[src/rtl/param_updown_counter.sv]
// param_updown_counter: parametrised up/down counter with wrap or saturate
// behaviour at the 0 / MAX_VALUE boundaries, synchronous clear and load,
// a registered terminal-count pulse and a sticky overflow flag.
//
// Optional build macro: PARAM_COUNTER_PRESCALE_EN
//   Defined   - a prescaler gates steps to one per PRESCALE_DIV enabled cycles.
//   Undefined - every enabled cycle is a step; PRESCALE_DIV is ignored.
//
// Synchronous priority on each posedge: clear > load > step > hold.
module param_updown_counter #(
    parameter int WIDTH        = 4,
    parameter int MAX_VALUE    = (1 << WIDTH) - 1,
    parameter int RESET_VALUE  = 0,
    parameter bit SATURATE     = 1'b0,
    parameter int PRESCALE_DIV = 4
) (
    input  logic             clk,
    input  logic             reset_n,
    input  logic             clear,
    input  logic             load,
    input  logic [WIDTH-1:0] load_value,
    input  logic             enable,
    input  logic             up_down,
    output logic [WIDTH-1:0] count,
    output logic             tc,
    output logic             at_max,
    output logic             at_zero,
    output logic             overflow
);

    // Terminal value held one bit wider so the up step can be compared
    // against it before truncation (no natural wrap at 2^WIDTH).
    localparam logic [WIDTH:0]   MAX_EXT   = MAX_VALUE[WIDTH:0];
    localparam logic [WIDTH-1:0] MAX_NARROW = MAX_VALUE[WIDTH-1:0];
    localparam logic [WIDTH-1:0] RST_NARROW = RESET_VALUE[WIDTH-1:0];

    logic [WIDTH:0]   count_ext;
    logic [WIDTH:0]   step_ext;
    logic [WIDTH-1:0] next_step;
    logic [WIDTH-1:0] load_clamped;
    logic             boundary;
    logic             step_fire;
    logic             unused_ok;

`ifdef PARAM_COUNTER_PRESCALE_EN
    localparam int             PS_W    = (PRESCALE_DIV > 1) ? $clog2(PRESCALE_DIV) : 1;
    localparam logic [PS_W-1:0] PS_LAST = PS_W'(PRESCALE_DIV - 1);

    logic [PS_W-1:0] prescale_cnt;

    // A step happens only on the enabled cycle that closes a prescale period.
    assign step_fire = enable && (prescale_cnt == PS_LAST);

    // Prescaler counts enabled cycles; holds when disabled, restarts on clear/load.
    always_ff @(posedge clk or negedge reset_n) begin
        if (!reset_n) begin
            prescale_cnt <= '0;
        end else if (clear || load) begin
            prescale_cnt <= '0;
        end else if (enable) begin
            prescale_cnt <= step_fire ? '0 : prescale_cnt + 1'b1;
        end
    end
`else
    logic unused_prescale;

    assign step_fire       = enable;
    assign unused_prescale = (PRESCALE_DIV > 0);
`endif

    // Next count for a step in the sampled direction, plus boundary detection.
    always_comb begin
        count_ext = {1'b0, count};
        step_ext  = count_ext;
        boundary  = 1'b0;
        if (up_down) begin
            step_ext = count_ext + 1'b1;
            if (step_ext > MAX_EXT) begin
                boundary = 1'b1;
                step_ext = SATURATE ? count_ext : '0;
            end
        end else begin
            if (count_ext == '0) begin
                boundary = 1'b1;
                step_ext = SATURATE ? count_ext : MAX_EXT;
            end else begin
                step_ext = count_ext - 1'b1;
            end
        end
        next_step = step_ext[WIDTH-1:0];
    end

    // Loaded values above the terminal value are clamped to it.
    always_comb begin
        load_clamped = load_value;
        if ({1'b0, load_value} > MAX_EXT) begin
            load_clamped = MAX_NARROW;
        end
    end

    // The top bit of step_ext is always zero once the boundary is resolved.
    assign unused_ok = step_ext[WIDTH];

    // Count, terminal-count pulse and sticky overflow registers.
    always_ff @(posedge clk or negedge reset_n) begin
        if (!reset_n) begin
            count    <= RST_NARROW;
            tc       <= 1'b0;
            overflow <= 1'b0;
        end else if (clear) begin
            count    <= '0;
            tc       <= 1'b0;
            overflow <= 1'b0;
        end else if (load) begin
            count    <= load_clamped;
            tc       <= 1'b0;
        end else if (step_fire) begin
            count    <= next_step;
            tc       <= boundary;
            overflow <= overflow | boundary;
        end else begin
            tc       <= 1'b0;
        end
    end

    assign at_max  = (count == MAX_NARROW);
    assign at_zero = (count == '0);

endmodule

[config.mk]
export PLATFORM = sky130hd
export DESIGN_NAME = param_updown_counter
export DESIGN_NICKNAME = d
export VERILOG_FILES = /design/src/rtl/param_updown_counter.sv
export SDC_FILE = /design/constraint.sdc
export NUM_CORES = 1
export LEC_CHECK = 0
export CAP_MARGIN = 20
export CORE_AREA = 2 2 39 41
export DETAILED_ROUTE_END_ITERATION = 6
export DIE_AREA = 0 0 41 43
export GPL_TIMING_DRIVEN = 0
export PLACE_DENSITY = 0.75
export SLEW_MARGIN = 20
export SYNTH_ARGS = -nofsm -noshare
export SYNTH_HDL_FRONTEND = slang
export SYNTH_SLANG_ARGS = --single-unit
[constraint.sdc]
create_clock -name clk -period 2.3 [get_ports clk]
set_clock_uncertainty 0.05 [all_clocks]
set_input_delay 0.575 -clock clk [delete_from_list [all_inputs] [get_ports clk]]
set_output_delay 0.575 -clock clk [all_outputs]
set_load 0.005 [all_outputs]
==> out/qor.csv, run 1 <==
stage,metric,value,unit
flow_run,total of max-cap violations,0,
die,area of the core,1380,sq um
cells_and_area,n_diodes,0,
synthesis,Synth warnings,0,
timing,Rel. slew slack,67.4,%
detailed_routing,wire per inst,13.1,um
die,die area,1760,sq um
cells_and_area,fraction of layout cells with a size suffix above 1,22.9,%
synthesis,Synth top area share,28.1,%
grt,grt ovf,0,
grt,initial antenna violation count,0,
timing,setup TNS,0,ns
clock_tree,CTS H-tree lvls,1,
clock_tree,clk root buf,clkbuf_4,
worst_setup_path,crit path max fanout,7,
timing,"Worst Setup Slack, final",0.0940,ns
hold_path,worst min path class,flop to flop,
synthesis,Synth Cell Area,534,sq um
die,row count,14,
timing,max-slew violations,0,
synthesis,Mapped Nets,78,
detailed_routing,drt total wl,1300,um
die,Initial Util,38.6,%
die,I/O pins,18,
timing,fin crit period,2.21,ns
synthesis,Synth area leaders,"dfrtp_1 (28%), ha_1 (7.0%), nor2_1 (4.2%), o21ai_0 (3.7%), inv_1 (3.5%)",
place,HPWL after DPL,938,um
cells_and_area,Total Nets Final,98,
synthesis,Mapped Cells,65,
detailed_routing,Final ANT Viol Nets,0,
synthesis,syn_area_per_cell,8.22,sq um
worst_setup_path,WP data required,1.67,ns
grt,first-pass GRT wire length,1970,um
power_and_ir_drop,worst vdd ir,408,uV
hold_path,Min-Delay Startpoint,overflow,
grt,GRT Util Overall,16.7,%
clock_tree,Worst-path clk slew,0.04,ns
die,DIE WIDTH,41,um
worst_setup_path,endpoint type of the worst setup path,output pin,
clock_tree,clock tree from TritonCTS,done,
worst_setup_path,Reg2Reg Launch Point,count[0],
detailed_routing,DRC,0,
worst_setup_path,CP arrival,1.58,ns
detailed_routing,detailed-route via count,589,
clock_tree,CTS buffer count,3,
detailed_routing,vias per inst,5.95,
grt,vias in the first global route,493,
synthesis,post-synth top area cell,dfrtp_1,
timing,Tcrit/Tclk final,95.9,%
place,GPL Wtd Cong,0.854,
timing,Worst Tran Pin Value,0.484,ns
die,die height,43,um
timing,final hold viol count,0,
timing,RSZ-0062 raised after global routing,no,
grt,pin count of the biggest net entering global routing,11,
detailed_routing,drt pass-1 iters,4,
timing,fmax,453,MHz
run_status,status,"complete, no violations",
timing,Finish-stage setup viols,0,
worst_setup_path,crit path launch,count[1],
worst_setup_path,CP startpoint kind,flop,
cells_and_area,area delta synth->final,36.8,%
clock_tree,Clock Path Buffers,2,
power_and_ir_drop,static leakage,0.334,nW
place,pre-CTS WS,0.122,ns
clock_tree,Clock Latency Late Sink,0.24,ns
clock_tree,# clock sinks,6,
power_and_ir_drop,power per cell area,461,nW/um^2
synthesis,register area share after synthesis,28.1,%
power_and_ir_drop,power consumption,0.000337,W
place,IO Port Bufs,14,
worst_setup_path,WS Path Type,flop to output pin,
synthesis,"Distinct cells, synth",35,
synthesis,register bit total from synthesis,6,
detailed_routing,Iter 0 DRT Violations,13,
layout by cell type, fill, tap and decap left out, types with 3 or more instances in the layout:
master / n
a21oi_1: 3
buf_2: 3
clkbuf_4: 3
clkdlybuf4s50_1: 13
dfrtp_1: 4
inv_1: 4
nand2_1: 5
nor2_1: 6
o21ai_0: 4
cell type report:
cell class	count	area (sq um)
multi-input combinational	48	339
buffer	6	31.3
timing repair buffer	15	146
fill	138	653
clock buffer	3	22.5
tap	16	20.0
sequential	6	153
inverter	5	18.8
stage by stage:
step / area, sq um / instances / hold slack (ns) / utilization (%)
2_1_floorplan: 534 / 65 / 0.229 / -
3_3_place_gp: 694 / 95 / 0.413 / 50.2
3_5_place_dp: 694 / 95 / 0.420 / 50.2
4_1_cts: 728 / 99 / 0.430 / 52.6
5_1_grt: 731 / 99 / 0.437 / 52.8
6_report: 731 / 99 / 0.423 / 52.8
state kept, by name (all words and copies together), names as in the netlist:
register and cells:
count 4, overflow 1, tc 1
worst max-delay path: stages, from the launching register on:
cell and delay [ns]:
dfrtp_2 0.43, ha_2 0.25, and3_1 0.17, clkdlybuf4s50_1 0.49
kinds of logic (layout without fill, tap and decap cells):
logic type | after synthesis | count (layout) | share of synthesized area (%)
compound gates | 19 | 19 | 26.2
buf+inv | 11 | 29 | 9.37
xor+xnor | 1 | 1 | 1.64
simple gates | 23 | 23 | 23.7
flops | 6 | 6 | 28.1
fa+ha+maj | 4 | 4 | 9.13
mux | 1 | 1 | 1.87
where the power goes:
group | internal [W] | switching, W | total [W]
Sequential | 0.000114 | 0.00000767 | 0.000121
Clock | 0.0000589 | 0.0000364 | 0.0000953
Combinational | 0.0000638 | 0.0000566 | 0.000120
Total | 0.000236 | 0.000101 | 0.000337
synthesized netlist by cell type:
cell / number
buf_4: 1
o21ai_0: 4
or3_2: 1
o22a_1: 1
o2111a_1: 1
o311a_1: 1
o21a_1: 1
nor2_1: 6
nor2_2: 1
or4_1: 1
ha_1: 3
inv_1: 5
or3b_2: 1
a32o_1: 1
xnor2_1: 1
clkbuf_1: 1
o211a_1: 1
nand2_1: 5
a31o_2: 1
nand4_1: 2
o22ai_1: 1
o31a_1: 1
clkbuf_2: 1
buf_2: 3
nor3b_1: 2
a21o_1: 1
nor4b_1: 1
maj3_2: 1
mux2i_1: 1
a22oi_1: 1
nor4_1: 2
a21oi_1: 3
and3_1: 1
dfrtp_1: 6
a221oi_1: 1
final timing paths:
kind                            end  slack, ns  cells past startpoint
min in group asynchronous  count[2]       0.52                      1
max in group asynchronous  count[0]       1.44                      1
setup / recovery             at_max       0.09                      3
hold / removal             overflow       0.42                      1
hold reg to reg            overflow       0.42                      1
setup reg to reg           overflow       0.41                      6
metal layers:
layer / track usage [%] / wire (um) / vias to the layer above / share of wire [%]
met2: 24.4 / 631 / 29 / 49
met5: 0 / 0 / - / 0
li1: - / - / 279 / -
met4: 8.00 / 10 / 0 / 0.77
met1: 19.5 / 559 / 279 / 43
met3: 8.38 / 97 / 2 / 7.5
timing repair:
item,4_1_cts,5_1_grt
setup buffers,1,0
setup endpoints to repair,2,1
gates resized for setup,5,1
hold buffers,0,0
Power figures use the tool's default switching activity.
==> run 2: changes to the inputs <==
--- a/config.mk
+++ b/config.mk
@@ -6,11 +6,12 @@
 export NUM_CORES = 1
 export LEC_CHECK = 0
 export CAP_MARGIN = 20
-export CORE_AREA = 2 2 39 41
+export CELL_PAD_IN_SITES_DETAIL_PLACEMENT = 1
+export CELL_PAD_IN_SITES_GLOBAL_PLACEMENT = 1
+export CORE_UTILIZATION = 31
 export DETAILED_ROUTE_END_ITERATION = 6
-export DIE_AREA = 0 0 41 43
 export GPL_TIMING_DRIVEN = 0
-export PLACE_DENSITY = 0.75
+export PLACE_DENSITY = 0.79
 export SLEW_MARGIN = 20
 export SYNTH_ARGS = -nofsm -noshare
 export SYNTH_HDL_FRONTEND = slang
==> run 2 against run 1 <==
Net effect: the flow now finishes with violations (design-rule violations); count of clock-buffer cells in the layout did not move; cell count rose by 2.0%; sequential power about the same; worst hold slack gained 0.044 ns; critical endpoint unchanged; global-route usage is 3.2 points higher; worst setup slack lost 0.030 ns.
==> out/qor.csv, run 2 (synthesized netlist as in run 1, its figures left out) <==
stage,metric,value,unit
timing,Finish-stage setup viols,0,
flow_run,total of max-cap violations,0,
detailed_routing,Final ANT Viol Nets,0,
power_and_ir_drop,static leakage,0.358,nW
detailed_routing,wire per inst,16.0,um
timing,final hold viol count,0,
timing,RSZ-0062 raised after global routing,no,
timing,Worst Tran Pin Value,0.527,ns
grt,pin count of the biggest net entering global routing,11,
detailed_routing,drt pass-1 iters,6,
hold_path,worst min path class,flop to flop,
clock_tree,Clock Latency Late Sink,0.24,ns
worst_setup_path,WS Path Type,flop to output pin,
place,GPL Wtd Cong,0.770,
hold_path,Hold Path Stages,1,
run_status,status,"finished, violations left",
timing,worst hold margin,0.467,ns
worst_setup_path,endpoint type of the worst setup path,output pin,
grt,vias in the first global route,602,
worst_setup_path,r2r endpoint,count[1],
clock_tree,clock tree from TritonCTS,done,
detailed_routing,DRC,6,
die,row count,14,
cells_and_area,"most common cell after layout, fill and taps aside",clkdlybuf4s50_1,
worst_setup_path,R2R cell count,6,
cells_and_area,fraction of layout cells with a size suffix above 1,23.5,%
die,die area,1890,sq um
timing,Tcrit/Tclk final,97.2,%
clock_tree,Worst-path clk slew,0.04,ns
cells_and_area,most frequent cells in the layout,"clkdlybuf4s50_1 (13), nor2_1 (6), nand2_1 (5)",
die,DIE WIDTH,43.5,um
place,HPWL after DPL,1120,um
worst_setup_path,WP data required,1.67,ns
grt,grt ovf,0,
hold_path,Hold Path End,overflow,
place,IO Port Bufs,14,
grt,initial antenna violation count,0,
cells_and_area,max reg flops,4,
timing,fmax,447,MHz
cells_and_area,final design utilization,48.6,%
clock_tree,# clock sinks,6,
hold_path,Min-Delay Startpoint,overflow,
clock_tree,Clock Path Buffers,2,
detailed_routing,drt total wl,1620,um
cells_and_area,Largest Register,count,
timing,setup TNS,0,ns
detailed_routing,Iter 0 DRT Violations,11,
clock_tree,CTS H-tree lvls,1,
cells_and_area,area delta synth->final,41.7,%
clock_tree,clk root buf,clkbuf_4,
timing,Rel. slew slack,64.5,%
grt,first-pass GRT wire length,2730,um
power_and_ir_drop,worst vdd ir,268,uV
worst_setup_path,crit path max fanout,6,
clock_tree,hold_buf cts,0,
clock_tree,CTS buffer count,3,
cells_and_area,Total Nets Final,100,
grt,GRT Util Overall,20.0,%
worst_setup_path,CP arrival,1.61,ns
worst_setup_path,Reg2Reg Launch Point,count[0],
cells_and_area,n_diodes,0,
die,area of the core,1560,sq um
worst_setup_path,r2r setup slk,0.43,ns
die,Initial Util,34.3,%
worst_setup_path,CP startpoint kind,flop,
die,I/O pins,18,
power_and_ir_drop,power per cell area,460,nW/um^2
timing,fin crit period,2.24,ns
die,die height,43.5,um
detailed_routing,detailed-route via count,588,
run_status,failing checks,design-rule violations,
detailed_routing,vias per inst,5.82,
cells_and_area,registers with the most flip-flops,"count (4), overflow (1), tc (1)",
timing,max-slew violations,0,
-- run 2: cell count changes in the layout (fill, tap and decap cells not counted) --
cell,change
dlymetal6s2s_1,+1
ha_4,+1
ha_1,+1
buf_4,+2
dlygate4sd2_1,-1
ha_2,-2
-- run 2: per-layer routing --
metal,GRT usage (%),up-vias,part of all wire (%)
met5,0,-,0
met4,5.63,0,0
met3,5.42,0,4.4
met2,37.0,14,53
met1,22.2,293,42
li1,-,281,-
-- run 2: worst max-delay path by stage --
stage                     cells past startpoint  slack, ns       end  startpoint
after floorplan                               6       0.37  overflow    count[0]
after global placement                        4       0.09   at_zero    count[0]
after detailed placement                      4       0.08   at_zero    count[0]
after CTS                                     4       0.01   at_zero    count[1]
after global routing                          3       0.02    at_max    count[1]
final                                         3       0.06    at_max    count[1]
-- run 2: worst max-delay path, cell delays in order, from the launching register on --
cell and delay [ns]:
dfrtp_2 0.41, ha_1 0.28, and3_1 0.18, clkdlybuf4s50_1 0.50
-- run 2: metrics by stage --
stage | area, sq um | setup WS [ns] | cells | power [W]
floorplan | 534 | 0.371 | 65 | 0.000193
global placement | 694 | 0.0857 | 95 | 0.000241
detailed placement | 694 | 0.0777 | 95 | 0.000244
CTS | 747 | 0.0149 | 100 | 0.000354
global route | 757 | 0.0184 | 101 | 0.000373
finish | 757 | 0.0645 | 101 | 0.000348
-- run 2: layout make-up --
| cell class | instances | area [sq um] |
|---|---|---|
| sequential | 6 | 153 |
| clock buffer | 3 | 22.5 |
| buffer | 6 | 31.3 |
| timing repair buffer | 17 | 165 |
| tap | 16 | 20.0 |
| multi-input combinational | 48 | 347 |
| fill | 185 | 802 |
| inverter | 5 | 18.8 |
-- run 2: timing repair --
item,CTS,global route
setup buffers,2,1
endpoints found under the hold margin,0,0
setup endpoints to repair,2,2
gates resized for setup,5,1
-- run 2: power by group --
group	total [W]	switching [W]	internal, W
Clock	0.0000933	0.0000345	0.0000588
Sequential	0.000121	0.00000695	0.000114
Combinational	0.000134	0.0000632	0.0000711
Total	0.000348	0.000105	0.000244
==> run 3: changes to the inputs <==
--- a/config.mk
+++ b/config.mk
@@ -8,10 +8,11 @@
 export CAP_MARGIN = 20
 export CELL_PAD_IN_SITES_DETAIL_PLACEMENT = 1
 export CELL_PAD_IN_SITES_GLOBAL_PLACEMENT = 1
-export CORE_UTILIZATION = 31
+export CORE_MARGIN = 3
+export CORE_UTILIZATION = 30
 export DETAILED_ROUTE_END_ITERATION = 6
 export GPL_TIMING_DRIVEN = 0
-export PLACE_DENSITY = 0.79
+export PLACE_DENSITY = 0.77
 export SLEW_MARGIN = 20
 export SYNTH_ARGS = -nofsm -noshare
 export SYNTH_HDL_FRONTEND = slang
==> run 3 against run 2 <==
Net effect: the run now ends clean; sequential share of layout area down 0.83 points; critical path depth is the same; via count shrank 0.68%; combinational power is 5% higher; clock power up 10%; first-iteration DRC count down 64%; non-clock buffer count grew 2; worst setup slack gained 0.029 ns; design area rose by 4.3%; largest cell class unchanged.
==> out/qor.csv, run 3 (synthesized netlist as in run 1, its figures left out) <==
stage,metric,value,unit
cells_and_area,final design utilization,49.5,%
detailed_routing,vias per inst,5.26,
cells_and_area,Total Nets Final,102,
clock_tree,CTS buffer count,3,
die,die area,2320,sq um
clock_tree,clock tree from TritonCTS,done,
cells_and_area,area delta synth->final,47.8,%
power_and_ir_drop,combinational share of power,38.8,%
grt,first-pass GRT wire length,2440,um
detailed_routing,Iter 0 DRT Violations,4,
clock_tree,Clock Path Buffers,2,
grt,GRT Util Overall,15.6,%
power_and_ir_drop,static leakage,0.369,nW
timing,"Worst Setup Slack, final",0.0938,ns
worst_setup_path,"Buf+Inv Stages, Crit Path",1,
hold_path,Min-Delay Startpoint,overflow,
detailed_routing,DRC,0,
detailed_routing,Final ANT Viol Nets,0,
cells_and_area,registers with the most flip-flops,"count (4), overflow (1), tc (1)",
grt,initial antenna violation count,0,
clock_tree,Worst-path clk slew,0.05,ns
timing,Worst Tran Pin Value,0.517,ns
power_and_ir_drop,Sw Share,31.6,%
timing,setup TNS,0,ns
cells_and_area,most frequent cells in the layout,"clkdlybuf4s50_1 (13), buf_4 (6), nor2_1 (6)",
cells_and_area,"non-filler cells, final",111,
cells_and_area,max reg flops,4,
worst_setup_path,Reg2Reg Launch Point,count[0],
worst_setup_path,"Max stage delay cell, worst path",clkdlybuf4s50_1,
grt,pin count of the biggest net entering global routing,11,
flow_run,total of max-cap violations,0,
worst_setup_path,crit path max fanout,6,
detailed_routing,drt total wl,1700,um
hold_path,worst min path class,flop to flop,
place,HPWL after DPL,1140,um
worst_setup_path,endpoint type of the worst setup path,output pin,
detailed_routing,detailed-route via count,584,
detailed_routing,drt pass-1 iters,4,
worst_setup_path,Crit path max-delay family,buffers and inverters,
clock_tree,clk root buf,clkbuf_4,
clock_tree,hold_buf cts,0,
worst_setup_path,"Cell Chain, Critical Path",ha_2 > and3_1 > clkdlybuf4s50_1,
power_and_ir_drop,Psw,0.000115,W
cells_and_area,fraction of layout cells with a size suffix above 1,27.6,%
die,DIE WIDTH,48.2,um
timing,RSZ-0062 raised after global routing,no,
die,row count,14,
cells_and_area,Largest Register,count,
clock_tree,Clock Latency Late Sink,0.25,ns
die,I/O pins,18,
cells_and_area,"most common cell after layout, fill and taps aside",clkdlybuf4s50_1,
detailed_routing,wire per inst,15.3,um
timing,Tcrit/Tclk final,95.9,%
grt,grt ovf,0,
clock_tree,CTS H-tree lvls,1,
worst_setup_path,peak per-stage delay on the critical path,0.49,ns
die,Initial Util,33.5,%
worst_setup_path,CP startpoint kind,flop,
power_and_ir_drop,Pint,0.000249,W
worst_setup_path,WP data required,1.67,ns
timing,fmax,453,MHz
grt,vias in the first global route,515,
place,GPL Wtd Cong,0.748,
timing,Rel. slew slack,65.2,%
worst_setup_path,WS Path Type,flop to output pin,
place,placed insts,103,
power_and_ir_drop,Seq pwr share,33.1,%
power_and_ir_drop,worst vdd ir,271,uV
cells_and_area,fillers,189,
run_status,status,"complete, no violations",
clock_tree,# clock sinks,6,
place,IO Port Bufs,14,
timing,Finish-stage setup viols,0,
power_and_ir_drop,part of the power in the clock network,28.2,%
timing,fin crit period,2.21,ns
die,die height,48.2,um
timing,final hold viol count,0,
worst_setup_path,crit path launch,count[1],
die,area of the core,1590,sq um
power_and_ir_drop,power per cell area,461,nW/um^2
place,pre-CTS WS,0.103,ns
worst_setup_path,CP arrival,1.58,ns
timing,max-slew violations,0,
cells_and_area,n_diodes,0,
## run 3: cell types whose count changed in the layout (fill, tap and decap cells not counted), sizes merged
cell	previous run	this run
buf	7	9
## run 3: final timing paths
kind                             to  slack (ns)  cells past startpoint
max in group asynchronous  count[0]        1.42                      1
min                        overflow        0.43                      1
min in group asynchronous  count[3]        0.52                      1
max                          at_max        0.09                      3
max reg2reg                overflow        0.43                      6
min reg2reg                overflow        0.43                      1
## run 3: repair_timing
item / in CTS / in global routing
resized for setup: 5 / 3
hold endpoints to repair: 0 / 0
buffers inserted: 2 / 3
cloned: 0 / 0
setup endpoints to repair: 2 / 2
## run 3: final cells by class
cell class	count	area (sq um)	share of cell area, %
tap	24	30.0	3.80
buffer	6	31.3	3.96
clock buffer	3	22.5	2.85
timing repair buffer	19	180	22.8
inverter	5	18.8	2.38
sequential	6	153	19.3
multi-input combinational	48	354	44.8
## run 3: worst reg2reg max path, cell delays in order, from the launching register on
cell and delay (ns):
dfrtp_2 0.43, inv_2 0.11, ha_4 0.22, nor3b_1 0.15, o2111a_1 0.27, o311a_1 0.37
a21o_1 0.16
## run 3: per-stage QoR
stage,hold WS [ns],total power (W),cell area (sq um)
floorplan,0.229,0.000193,534
global placement,0.412,0.000240,704
detailed placement,0.422,0.000242,704
CTS,0.432,0.000354,752
global route,0.437,0.000394,790
finish,0.432,0.000364,790
## run 3: power by group through the flow
stage / logic [W] / registers (W) / clock network (W)
floorplan: 0.0000704 / 0.000122 / 0
global placement: 0.000117 / 0.000123 / 0
detailed placement: 0.000119 / 0.000123 / 0
CTS: 0.000129 / 0.000121 / 0.000104
global route: 0.000155 / 0.000121 / 0.000117
finish: 0.000141 / 0.000120 / 0.000103
## run 3: metal layers
metal | GRT usage (%) | wire length (um) | vias to the layer above | share of wire (%)
li1 | - | - | 284 | -
met4 | 6.45 | 16 | 0 | 0.94
met2 | 23.7 | 813 | 26 | 48
met1 | 20.5 | 772 | 270 | 45
met3 | 4.43 | 94 | 4 | 5.5
met5 | 0 | 0 | - | 0
